**config.mk**
```make
export PLATFORM = sky130hd
export DESIGN_NAME = salsa20_round_unit
export DESIGN_NICKNAME = d
export VERILOG_FILES = /design/src/rtl/salsa20_pkg.sv /design/src/rtl/salsa20_quarterround.sv /design/src/rtl/salsa20_round_unit.sv
export SDC_FILE = /design/constraint.sdc
export NUM_CORES = 2
export LEC_CHECK = 0
export CORE_AREA = 2 2 608 610
export DETAILED_ROUTE_END_ITERATION = 10
export DIE_AREA = 0 0 610 612
export PLACE_DENSITY_LB_ADDON = 0.12
export SLEW_MARGIN = 5
export SYNTH_ARGS = -nofsm -noshare
export SYNTH_HDL_FRONTEND = slang
export SYNTH_SLANG_ARGS = --single-unit
```
**constraint.sdc**
```tcl
create_clock -name vclk -period 22.5
set_clock_uncertainty 0.05 [all_clocks]
set_input_delay 4.5 -clock vclk [all_inputs]
set_output_delay 4.5 -clock vclk [all_outputs]
set_load 0.1 [all_outputs]
```
**src/rtl/salsa20_pkg.sv**
```systemverilog
// salsa20_pkg: Salsa20 rotate/sigma constants, round word-index tables and rotl32.
package salsa20_pkg;
   localparam int unsigned ROT_B = 7;
   localparam int unsigned ROT_C = 9;
   localparam int unsigned ROT_D = 13;
   localparam int unsigned ROT_A = 18;
   localparam logic [3:0][31:0] SIGMA = {32'h6b206574, 32'h79622d32, 32'h3320646e, 32'h61707865};
   localparam int COL_IDX [4][4] = '{'{0, 4, 8, 12}, '{5, 9, 13, 1}, '{10, 14, 2, 6}, '{15, 3, 7, 11}};
   localparam int ROW_IDX [4][4] = '{'{0, 1, 2, 3}, '{5, 6, 7, 4}, '{10, 11, 8, 9}, '{15, 12, 13, 14}};
   function automatic logic [31:0] rotl32(input logic [31:0] x, input int unsigned n);
      return (x << n) | (x >> (32 - n));
   endfunction
endpackage

```
**src/rtl/salsa20_quarterround.sv**
```systemverilog
// salsa20_quarterround: combinational Salsa20 quarterround, each step feeding the next.
module salsa20_quarterround
   import salsa20_pkg::*;
(
   input  logic [31:0] a_i,
   input  logic [31:0] b_i,
   input  logic [31:0] c_i,
   input  logic [31:0] d_i,
   output logic [31:0] a_o,
   output logic [31:0] b_o,
   output logic [31:0] c_o,
   output logic [31:0] d_o
);
   assign b_o = b_i ^ rotl32(a_i + d_i, ROT_B);
   assign c_o = c_i ^ rotl32(b_o + a_i, ROT_C);
   assign d_o = d_i ^ rotl32(c_o + b_o, ROT_D);
   assign a_o = a_i ^ rotl32(d_o + c_o, ROT_A);
endmodule

```
**src/rtl/salsa20_round_unit.sv**
```systemverilog
// salsa20_round_unit: column and row rounds of one 16-word state, optionally registered.
module salsa20_round_unit
   import salsa20_pkg::*;
#(
   parameter bit PIPELINE = 1'b0
) (
   input  logic         clk,
   input  logic         reset,
   input  logic [511:0] data_in,
   output logic [511:0] odd_out,
   output logic [511:0] even_out
);
   logic [15:0][31:0] x, odd_d, even_d;
   assign x = data_in;
   for (genvar q = 0; q < 4; q++) begin : g_qr
      salsa20_quarterround u_col (
         .a_i(x[COL_IDX[q][0]]), .b_i(x[COL_IDX[q][1]]),
         .c_i(x[COL_IDX[q][2]]), .d_i(x[COL_IDX[q][3]]),
         .a_o(odd_d[COL_IDX[q][0]]), .b_o(odd_d[COL_IDX[q][1]]),
         .c_o(odd_d[COL_IDX[q][2]]), .d_o(odd_d[COL_IDX[q][3]])
      );
      salsa20_quarterround u_row (
         .a_i(x[ROW_IDX[q][0]]), .b_i(x[ROW_IDX[q][1]]),
         .c_i(x[ROW_IDX[q][2]]), .d_i(x[ROW_IDX[q][3]]),
         .a_o(even_d[ROW_IDX[q][0]]), .b_o(even_d[ROW_IDX[q][1]]),
         .c_o(even_d[ROW_IDX[q][2]]), .d_o(even_d[ROW_IDX[q][3]])
      );
   end
   if (PIPELINE) begin : g_pipe
      logic [511:0] odd_q, even_q;
      always_ff @(posedge clk) begin
         odd_q  <= reset ? '0 : odd_d;
         even_q <= reset ? '0 : even_d;
      end
      assign odd_out  = odd_q;
      assign even_out = even_q;
   end else begin : g_comb
      logic unused_clk_reset;
      assign unused_clk_reset = &{1'b0, clk, reset};
      assign odd_out  = odd_d;
      assign even_out = even_d;
   end
endmodule

```
Word-level counts from Yosys, hierarchy flattened --
Index checks and enable logic that the tools add are counted.
Operators by class: add/sub/neg operators 32, $mul 0, divide/modulo/power cells 0, order comparisons 0, equality and inequality tests 0, shift operators 0, mux-type cells 0, bitwise gates (word level) 64, reductions and logical operators 0
Operators with widths (count):
- $add A32 B32 Y32 | 32
- $xor A32 B32 Y32 | 32
- $or A32 B13 Y32 | 8
- $or A32 B18 Y32 | 8
- $or A32 B7 Y32 | 8
- $or A32 B9 Y32 | 8
Storage, ports and cells: register bits 0, bits in latches 0, memory bits (writable) 0, ROM bits 0, input port bits 514, memories kept 0

Longest topological paths before layout --
depth in word-level cells 12, depth in mapped cells 50

Hierarchy --
From an unflattened synthesis, not the netlist that was laid out.
Second synthesis, totals: cell total of the unflattened synthesis 7231, area total of the unflattened synthesis 55620.8 um^2
Modules (own cells, without submodules):
- salsa20_quarterround at g_qr[1].u_row ... | times used 4, cells an instance 875, area an instance 6796.5 um^2, sequential area each 0.0 um^2
- salsa20_quarterround at g_qr[1].u_col | times used 1, cells an instance 953, area an instance 7210.7 um^2, sequential area each 0.0 um^2
- salsa20_quarterround at g_qr[0].u_row | times used 1, cells an instance 933, area an instance 7185.6 um^2, sequential area each 0.0 um^2
- salsa20_quarterround at g_qr[0].u_col | times used 1, cells an instance 922, area an instance 7081.8 um^2, sequential area each 0.0 um^2
- salsa20_quarterround at g_qr[3].u_col | times used 1, cells an instance 923, area an instance 6956.7 um^2, sequential area each 0.0 um^2

Least setup slack after synthesis --
No wires, ideal clock.
kind input-to-output, start point input port data_in[192], end point output port odd_out[337], arrival 20589 ps, data required time 17950 ps, path slack -2639 ps, stages 44, cells stage by stage ha_1 fa_1 a21oi_1 o21ai_1 a2111oi_0 or3_1 a211oi_1 o41ai_2 o21ai_1 xor2_1 inv_1 fa_1 nand2b_1 a21oi_1 o21ai_0 a31oi_1 a31oi_1 o21ai_0 [8 not listed] a2111oi_2 o31ai_1 a221oi_1 o21bai_1 a21oi_1 xnor2_1 ha_1 a21oi_1 o21ai_1 a2111oi_2 a21oi_1 a221o_1 a221o_1 a311oi_2 o21bai_1 a21oi_1 xnor2_1 xnor2_1
Between the ends: word-level cells in the longest chain between the ends 12
Ends and longest elaborated chain:
- from (decl) | line salsa20_round_unit.sv:9 | input logic [511:0] data_in,
- $add A32 B32 Y32 | line salsa20_quarterround.sv:14 | assign b_o = b_i ^ rotl32(a_i + d_i, ROT_B);
- $or A32 B7 Y32 | line salsa20_pkg.sv:11 | return (x << n) | (x >> (32 - n));
- $xor A32 B32 Y32 | line salsa20_quarterround.sv:14
- named net odd_out[449] | line salsa20_round_unit.sv:10 | output logic [511:0] odd_out,
- $add A32 B32 Y32 | line salsa20_quarterround.sv:15 | assign c_o = c_i ^ rotl32(b_o + a_i, ROT_C);
- $or A32 B9 Y32 | line salsa20_pkg.sv:11
- $xor A32 B32 Y32 | line salsa20_quarterround.sv:15
- named net odd_out[71] | line salsa20_round_unit.sv:10
- $add A32 B32 Y32 | line salsa20_quarterround.sv:16 | assign d_o = d_i ^ rotl32(c_o + b_o, ROT_D);
- $or A32 B13 Y32 | line salsa20_pkg.sv:11
- $xor A32 B32 Y32 | line salsa20_quarterround.sv:16
- named net odd_out[202] | line salsa20_round_unit.sv:10
- $add A32 B32 Y32 | line salsa20_quarterround.sv:17 | assign a_o = a_i ^ rotl32(d_o + c_o, ROT_A);
- $or A32 B18 Y32 | line salsa20_pkg.sv:11
- $xor A32 B32 Y32 | line salsa20_quarterround.sv:17
- to (decl) | line salsa20_round_unit.sv:10
The timed path passes the listed nets, and every way through them passes these cells.

Worst setup path in the final report --
start point input port data_in[96], end point output port even_out[17]
Between the ends: word-level cells in the longest chain between the ends 12
Ends and longest elaborated chain:
- $add A32 B32 Y32 | line salsa20_quarterround.sv:14
- $or A32 B7 Y32 | line salsa20_pkg.sv:11
- $xor A32 B32 Y32 | line salsa20_quarterround.sv:14
- $add A32 B32 Y32 | line salsa20_quarterround.sv:15
- $or A32 B9 Y32 | line salsa20_pkg.sv:11
- $xor A32 B32 Y32 | line salsa20_quarterround.sv:15
- $add A32 B32 Y32 | line salsa20_quarterround.sv:16
- $or A32 B13 Y32 | line salsa20_pkg.sv:11
- $xor A32 B32 Y32 | line salsa20_quarterround.sv:16
- $add A32 B32 Y32 (*) | line salsa20_quarterround.sv:17
- $or A32 B18 Y32 (*) | line salsa20_pkg.sv:11
- $xor A32 B32 Y32 (*) | line salsa20_quarterround.sv:17
- to (decl) | line salsa20_round_unit.sv:11 | output logic [511:0] even_out
Every way passes the cells marked *; elsewhere a longest branch is shown, timed or not.

==> impl_metrics.toml <==
[layout]
mostFrequentLayoutCells = "xnor2_1 (1,193), clkdlybuf4s50_1 (1,121), buf_4 (1,098)"
seq_cells = 0
mostFrequentLayoutCell = "xnor2_1"
nClkBuffers = 0
drive_gt1_share_pct = 17.24
seq_area_um2 = 0
nets = 10890
nFillCells = 40520
multi_input_area_um2 = 54060
area_delta_synth_final_pct = 58.31

[worst_setup_path]
slowest_delay_ns = 0.83
path_delay_family = "compound AO/OA/AOI/OAI gates"
crit_fanout = 5
path_buf_inv = 3
startpoint_type = "primary input"
critical_path.most_common_cell = "a21oi_1"
cpMaxStageDelayCell = "clkdlybuf4s50_1"
critical_path_class = "primary input to output port"
cp.arrival_ns = 17.48
cp-end-kind = "output port"
worst-endpoint-required_ns = 17.95

[detailed_routing]
drt-pass1-iter-count = 6
drc = 0
vias_per_cell = 4.789
dr_total_vias = 68050
wirelength_um = 576100
ant_nets = 0
avgRoutedWirePerCell_um = 40.54
drt_iter0_markers = 6239

[timing]
fin_setup_tns_ns = 0
fin_crit_ns = 22.03
fin_crit_sh_pct = 97.89
fmax_ghz = 0.04540
setup_viol = 0
final_hold_viol_count = 0
relSlewSlack_pct = 2.579
slew_violations = 0
hold_ws_ns = 9.941
worst_pin_slew_ns = 1.451
fin_ws_ns = 0.4743

[run]
cap_viol_max_count = 0

[floorplanning]
row_count = 223
die_h_um = 612
core-area_um2 = 367200
start_util_pct = 14.55
ios = 1538
die-area_um2 = 373300
die_w_um = 610

[logic_synthesis]
synth_compound_area_share_pct = 28.58
synth_top_family_by_area = "XOR/XNOR gates"
synth.avg_cell_area_um2 = 7.699
ys_warn_count = 0
synth-simple-area-share_pct = 11.99
synthMuxAreaShare_pct = 0
syn-num-nets = 8485
netlist_area_um2 = 53410
syn_inst = 6938
synthDistinctLibCells = 92
synthAdderAreaFrac_pct = 24.65
synth_xor_area_share_pct = 32.96
yosysSeqAreaShare_pct = 0

[global_routing]
grt_util_all_layers_pct = 29.46
grt-ovfl-total = 0
antenna_found_initial = 113
grt_pass1_wl_um = 715700
grt_max_degree = 10
grt_pass1_vias = 65160

[placed_design]
post-place-ws_ns = 0.2716
io_buffers = 1536
dp_hpwl_um = 527800
place_congestion = 0.9961

[min_path]
hold_class = "primary input to output port"

[run_status]
run_status = "finished clean"
-- cell families after synthesis --
group / Yosys count
compound gates: 2341
xor+xnor: 2007
simple gates: 1298
fa+ha+maj: 1033
buf+inv: 259
-- Yosys cell counts, types with 22 or more instances --
cell         n  area, um2
a211oi_1    54      405.4
a31oi_1     90      563.0
xnor2_1   1372      12020
or3_1       30      187.7
a221o_1     23      230.2
nand2b_1   110      688.2
o21a_1      88      660.6
nor2_1     302       1134
or2_2       25      156.4
and3_1      67      419.2
xor2_1     632       5535
a21o_1     541       4061
a21oi_1    745       3729
and2_1      34      212.7
nor2b_1     75      469.2
a21boi_0    22      165.2
o31ai_1     26      195.2
inv_1      238      893.4
ha_1      1001      12520
nand3_1    129      645.6
o211ai_1    49      367.9
o21ai_0    339       1697
nor3_1      72      360.4
nand4_1     58      362.9
a31o_2      30      262.8
o21bai_1   105      788.3
fa_1        32      640.6
nand2_1    327       1227
-- timing repair --
action,in CTS,in global routing
buffers inserted,0,2
hold buffers,0,0
resized for setup,0,60
setup endpoints to repair,0,59
-- stage by stage --
step	cell area (um2)	util (%)	instances
6_report	84560	23.03	14210
4_1_cts	84230	22.94	14180
3_5_place_dp	84230	22.94	14180
2_1_floorplan	54850	-	6938
5_1_grt	84500	23.01	14190
3_3_place_gp	84230	22.94	14180
-- path summary, 6_finish.rpt --
kind          from      endpoint  slack, ns  cells after the start
max    data_in[96]  even_out[17]       0.47                     48
min   data_in[321]  odd_out[321]       9.94                      5
-- layer usage --
metal	part of all wire (%)	GRT usage (%)	wire length (um)
met1	42	36.65	241900
met2	46	48.84	263700
met3	5.9	4.748	33790
met4	6.3	15.03	36320
met5	0.057	0	330
-- cell type report --
class | count | area share, %
Inverter | 238 | 1.057
Timing Repair Buffer | 2428 | 27.77
Antenna cell | 27 | 0.07991
Tap cell | 4837 | 7.157
Multi-Input combinational cell | 6679 | 63.94
-- tightest hold or removal path: cells and delay by family --
| family | cells | cell delay [ns] |
|---|---|---|
| xor gates and xnor gates | 2 | 0.32 |
| buffers and inverters | 3 | 0.66 |
Power is not shown: default switching activity piles up to over one toggle a cycle in this logic, so the estimate is an artifact.
